## config.mk

```make
export PLATFORM = sky130hd
export DESIGN_NAME = seq_mul_unit
export DESIGN_NICKNAME = d
export VERILOG_FILES = /design/src/rtl/seq_mul_unit.sv
export SDC_FILE = /design/constraint.sdc
export NUM_CORES = 1
export LEC_CHECK = 0
export ABC_AREA = 1
export BUFFER_PORTS_ARGS = -buffer_cell sky130_fd_sc_hd__buf_2
export CORE_UTILIZATION = 41
export DETAILED_ROUTE_END_ITERATION = 10
export SYNTH_ARGS = -nofsm -noshare
export SYNTH_HDL_FRONTEND = slang
export SYNTH_SLANG_ARGS = --single-unit
```

## constraint.sdc

```tcl
create_clock -name clk -period 4.3 [get_ports clk]
set_input_delay 0.43 -clock clk [delete_from_list [all_inputs] [get_ports clk]]
set_output_delay 0.43 -clock clk [all_outputs]
set_load 0.02 [all_outputs]
```

## src/rtl/seq_mul_unit.sv

```systemverilog
// Multi-cycle WIDTH x WIDTH -> 2*WIDTH shift-add multiplier (mult/multu) behind a start/ready handshake.
// Optional macro SEQ_MUL_RADIX4_EN retires two multiplier bits per cycle instead of one.
module seq_mul_unit #(
  parameter int WIDTH = 32,
  parameter int CNT_W = 6
) (
  input  logic               clk,
  input  logic               resetn,
  input  logic               mul_signed,
  input  logic [WIDTH-1:0]   ina,
  input  logic [WIDTH-1:0]   inb,
  input  logic               start_i,
  input  logic               annul_i,
  output logic [2*WIDTH-1:0] result_o,
  output logic               ready_o
);

`ifdef SEQ_MUL_RADIX4_EN
  localparam int STEP = 2;
`else
  localparam int STEP = 1;
`endif
  localparam logic [CNT_W-1:0] LAST_CNT = CNT_W'(WIDTH - STEP);

  typedef enum logic [1:0] {IDLE, ZERO, ON, END} state_t;

  state_t             state, state_n;
  logic [CNT_W-1:0]   cnt, cnt_n;
  logic [2*WIDTH-1:0] acc, acc_n;
  logic [WIDTH-1:0]   mcand, mcand_n;
  logic [WIDTH-1:0]   mplier, mplier_n;
  logic               neg, neg_n;
  logic [2*WIDTH-1:0] result_n;
  logic               ready_n;

  logic [WIDTH-1:0]   mag_a, mag_b;
  logic [2*WIDTH-1:0] mcand_ext, addend0, acc_sum;

  // Operands are multiplied as magnitudes; the sign is reapplied once at the end.
  assign mag_a = (mul_signed && ina[WIDTH-1]) ? -ina : ina;
  assign mag_b = (mul_signed && inb[WIDTH-1]) ? -inb : inb;

  assign mcand_ext = {{WIDTH{1'b0}}, mcand};
  assign addend0   = mplier[0] ? (mcand_ext << cnt) : '0;

`ifdef SEQ_MUL_RADIX4_EN
  logic [2*WIDTH-1:0] addend1;
  assign addend1 = mplier[1] ? (mcand_ext << (cnt + CNT_W'(1))) : '0;
  assign acc_sum = acc + addend0 + addend1;
`else
  assign acc_sum = acc + addend0;
`endif

  always_comb begin
    state_n  = state;
    cnt_n    = cnt;
    acc_n    = acc;
    mcand_n  = mcand;
    mplier_n = mplier;
    neg_n    = neg;
    result_n = result_o;
    ready_n  = ready_o;
    case (state)
      IDLE: begin
        ready_n = 1'b0;
        if (start_i && !annul_i) begin
          if (ina == '0 || inb == '0) begin
            state_n = ZERO;
          end else begin
            state_n  = ON;
            mcand_n  = mag_a;
            mplier_n = mag_b;
            neg_n    = mul_signed & (ina[WIDTH-1] ^ inb[WIDTH-1]);
            acc_n    = '0;
            cnt_n    = '0;
          end
        end
      end
      ZERO: begin
        result_n = '0;
        ready_n  = 1'b1;
        state_n  = END;
      end
      ON: begin
        // Annul wins over progress and leaves the previous result untouched.
        if (annul_i) begin
          state_n = IDLE;
          ready_n = 1'b0;
        end else begin
          acc_n    = acc_sum;
          mplier_n = mplier >> STEP;
          cnt_n    = cnt + CNT_W'(STEP);
          if (cnt == LAST_CNT) begin
            result_n = neg ? -acc_sum : acc_sum;
            ready_n  = 1'b1;
            state_n  = END;
          end
        end
      end
      END: begin
        ready_n = 1'b1;
        if (!start_i) begin
          state_n  = IDLE;
          ready_n  = 1'b0;
          result_n = '0;
        end
      end
      default: state_n = IDLE;
    endcase
  end

  always_ff @(posedge clk or negedge resetn) begin
    if (!resetn) begin
      state    <= IDLE;
      cnt      <= '0;
      acc      <= '0;
      mcand    <= '0;
      mplier   <= '0;
      neg      <= 1'b0;
      result_o <= '0;
      ready_o  <= 1'b0;
    end else begin
      state    <= state_n;
      cnt      <= cnt_n;
      acc      <= acc_n;
      mcand    <= mcand_n;
      mplier   <= mplier_n;
      neg      <= neg_n;
      result_o <= result_n;
      ready_o  <= ready_n;
    end
  end

endmodule

```

==> results.json <==
{
  "status": "finished with violations",
  "violations": "negative setup slack",
  "grt_use_total_pct": 32.10,
  "maxCapViolCount": 0,
  "numCtsBuffers": 25,
  "start_util_pct": 41.66,
  "die_w_um": 222.7,
  "worstReg2RegEnd": "result_o[57]$_DFFE_PN0P_",
  "finalSetupViolCount": 26,
  "yosys_warnings": 0,
  "synthSimpleGateAreaFrac_pct": 41.80,
  "syn_nets": 3622,
  "cts_tree": "built",
  "synthTopCellsByArea": "dfrtp_1, nand2_1, inv_1",
  "synth_area_mm2": 0.01998,
  "die_y_um": 222.7,
  "htreeDepth": 1,
  "io_buffers": 133,
  "cp_max_fo": 5,
  "path_class": "reg -> reg",
  "cp.required_ns": 4.77,
  "endpoint": "result_o[57]$_DFFE_PN0P_",
  "synth_top_family_by_area": "simple AND/OR/NAND/NOR gates",
  "antenna_found_initial": 0,
  "antenna_cells": 0,
  "slowest_stage": "dfrtp_2",
  "multiInputGateArea_mm2": 0.01633,
  "dr.pass1.iters": 7,
  "grt_pass1_wl_um": 125000,
  "core_mm2": 0.04795,
  "synth-compound-area-share_pct": 14.89,
  "wire_per_inst_um": 17.49,
  "fin_nets": 4312,
  "synth_async_sr_flop_share_pct": 100.0,
  "synthMuxAreaShare_pct": 0.5512,
  "clock.fmax_ghz": 0.2255,
  "startpoint": "cnt[0]$_DFFE_PN0P_",
  "hold_viol_final": 0,
  "use_met3_pct": 2.684,
  "fin_util_pct": 63.94,
  "rsz0062_at_grt": "true",
  "drt_first_iter_violations": 1880,
  "period_needed_ns": 4.434,
  "drt.antenna.violating_nets": 0,
  "busiest_layer": "met2",
  "grt_pass1_vias": 23220,
  "wl_um": 84020,
  "syn_area_per_cell_um2": 5.732,
  "place_hpwl_um": 64390,
  "final.fill_count": 4469,
  "synthAdderAreaFrac_pct": 4.297,
  "cts.path.max_buffers": 3,
  "p_per_area_mw_per_mm2": 851.6,
  "synth_top_cell_by_area": "dfrtp_1",
  "num_io_pins": 134,
  "cpMostUsedCell": "nand2_2",
  "dieArea_mm2": 0.04961,
  "use_met2_pct": 54.55,
  "grt_util_met1_pct": 39.52,
  "slew_headroom_pct": 34.59,
  "worst_slew_pin_slew_ns": 0.9751,
  "skew_ns": 0.01524,
  "ys_ff_latch": 202,
  "synth_top_cell_area_share_pct": 25.31,
  "post-place-ws_ns": -0.7655,
  "drive_gt1_share_pct": 38.74,
  "crit_path_start_kind": "flip-flop",
  "gp_congestion": 1.028,
  "synthXorXnorAreaFrac_pct": 1.622,
  "syn2layout_area_growth_pct": 53.46,
  "clk_pin_slew_ns": 0.06,
  "worstSetupEndpointType": "flip-flop",
  "via_count": 25200,
  "cp.arrival_ns": 4.90,
  "p_leak_nw": 15.86,
  "vias_per_cell": 5.245,
  "drc": 0,
  "register_area_mm2": 0.005057,
  "holdCritPathClass": "in -> reg",
  "cts.sinks": 202,
  "slew_violations": 0,
  "max_stage_delay_ns": 0.43,
  "peakVddDrop_mv": 0.5488,
  "post-route-period-util_pct": 103.1,
  "timing.hold.ws_ns": 0.1815,
  "reg2reg_slack_ns": -0.13,
  "fin_tns_setup_ns": -1.776,
  "ctsRootBufferMaster": "clkbuf_16",
  "insertion_delay_ns": 0.57,
  "ys_seq_area_share_pct": 25.31,
  "worstReg2RegStart": "cnt[0]$_DFFE_PN0P_",
  "synthDistinctLibCells": 51,
  "synth_edf_count": 0,
  "synth_flop_cell": "dfrtp_1",
  "fin_ws_ns": -0.1340,
  "reg2reg_depth": 38,
  "syn_inst": 3485,
  "grt_start_max_net_pins": 89,
  "overflow": 0,
  "num_rows": 80
}
## power by group
| group | switching [mW] | leakage [nW] | internal [mW] |
|---|---|---|---|
| Sequential | 0.574 | 2.65 | 2.63 |
| Clock | 0.933 | 0.397 | 1.30 |
| Combinational | 12.0 | 12.8 | 8.69 |
| Total | 13.5 | 15.9 | 12.6 |
## per-layer routing
metal	share of wire, %	up-vias
met5	0	-
met4	7.0	0
met3	4.9	215
met2	47	754
met1	41	11720
li1	-	12510
## state kept, by name, summed over array words and instances, names as in the netlist
name / count
cnt: 6
mplier: 32
neg: 1
state: 2
acc: 64
mcand: 32
result_o: 64
ready_o: 1
## how the worst min path moves through the flow
| stage | start | slack, ns | cells after the start | to |
|---|---|---|---|---|
| after floorplan | resetn | 0.13 | 0 | acc[0]$_DFFE_PN0P_ |
| after global placement | result_o[0]$_DFFE_PN0P_ | 0.45 | 2 | result_o[0]$_DFFE_PN0P_ |
| after detailed placement | result_o[58]$_DFFE_PN0P_ | 0.46 | 2 | result_o[58]$_DFFE_PN0P_ |
| after CTS | ina[31] | 0.16 | 3 | mcand[31]$_DFFE_PN0P_ |
| after global routing | ina[31] | 0.19 | 3 | mcand[31]$_DFFE_PN0P_ |
| final | ina[31] | 0.18 | 3 | mcand[31]$_DFFE_PN0P_ |
## worst max-delay path, delay by kind of cell, from the launching register on
kind	cells	cell delay (ns)
AO/OA/AOI/OAI	5	0.55
adder cells (fa/ha/maj)	1	0.31
buffers and inverters	11	1.22
flip-flops	1	0.43
AND/OR/NAND/NOR	21	1.80
## area by class of cell
class                   count  area share, %
clock buffers              28          2.078
clock inverters            13         0.5918
inverters                 504          6.196
multi-input cells        2674          53.28
flip-flops and latches    202          16.50
well taps                 615          2.510
repair buffers            768          18.84
## synth_stat cells (2+ instances only)
cell and count:
inv_1 486, nand2_4 2, nand3_2 15, o22ai_1 31
a41oi_1 2, nor4_1 13, o32ai_1 3, a31oi_1 15
nor2_2 12, ha_1 67, o41ai_1 2, nor2_1 323
mux2i_1 11, o221ai_1 2, nor3_1 39, o21ai_0 317
clkinv_1 10, clkbuf_1 75, a22oi_1 5, buf_2 15
or2_2 11, xor2_1 26, nand2_1 1299, a21oi_1 106
dfrtp_1 202, inv_2 8, buf_1 15, o21a_1 4
o21bai_1 9, nand2_2 28, o21ai_1 9, o31ai_1 22
nand4_1 18, nand3_1 228, a32o_1 5, nand3b_1 9
and2_1 5, nor2_4 7, xnor2_1 11, o211ai_1 7
## logic make-up (layout without fill, tap and decap cells)
group	Yosys count	count (layout)
AO/OA/AOI/OAI	544	544
XOR/XNOR	37	37
adder cells (fa/ha/maj)	68	68
buffers and inverters	609	1313
flip-flops	202	202
multiplexers	11	11
AND/OR/NAND/NOR	2014	2014
## per-stage QoR
step | cells | cell area, µm² | total power, mW
2_1_floorplan | 3485 | 19980 | 11.38
3_3_place_gp | 4711 | 25520 | 18.62
3_5_place_dp | 4711 | 25520 | 18.73
4_1_cts | 4756 | 26860 | 21.63
5_1_grt | 4804 | 30650 | 27.89
6_report | 4804 | 30650 | 26.11
## placed cells by master (no fill, tap or decap), types with 7 or more instances in the layout
cell type	instances
nor3_1	28
nand3_4	15
nand2_4	74
buf_6	23
nand2_2	235
ha_1	28
dfrtp_1	200
ha_4	36
inv_1	449
clkbuf_16	30
o21ai_0	196
o31ai_1	22
nand2_1	1020
nand4_1	18
a21oi_4	8
a21oi_1	71
nor2_4	98
buf_4	593
a31oi_1	9
nand3b_1	9
nand3_2	45
o21ai_4	9
nor3_2	9
o22ai_1	24
o21ai_1	42
or2_2	8
o22ai_2	7
inv_2	45
o211ai_1	7
a21oi_2	28
buf_2	132
nor2_2	78
o21ai_2	79
xnor2_1	11
nor2_1	166
xor2_1	26
nand3_1	184
buf_12	12
nor4_1	9
clkinv_1	9
## timing repair
item / CTS / global route
pin swaps: 9 / 251
hold buffers: 1 / 0
hold endpoints to repair: 79 / 0
endpoints found under the setup margin: 72 / 75
gates resized for setup: 190 / 912
cloned: 0 / 6
setup buffers: 3 / 44
No activity file was read; power rests on OpenSTA's default activity.
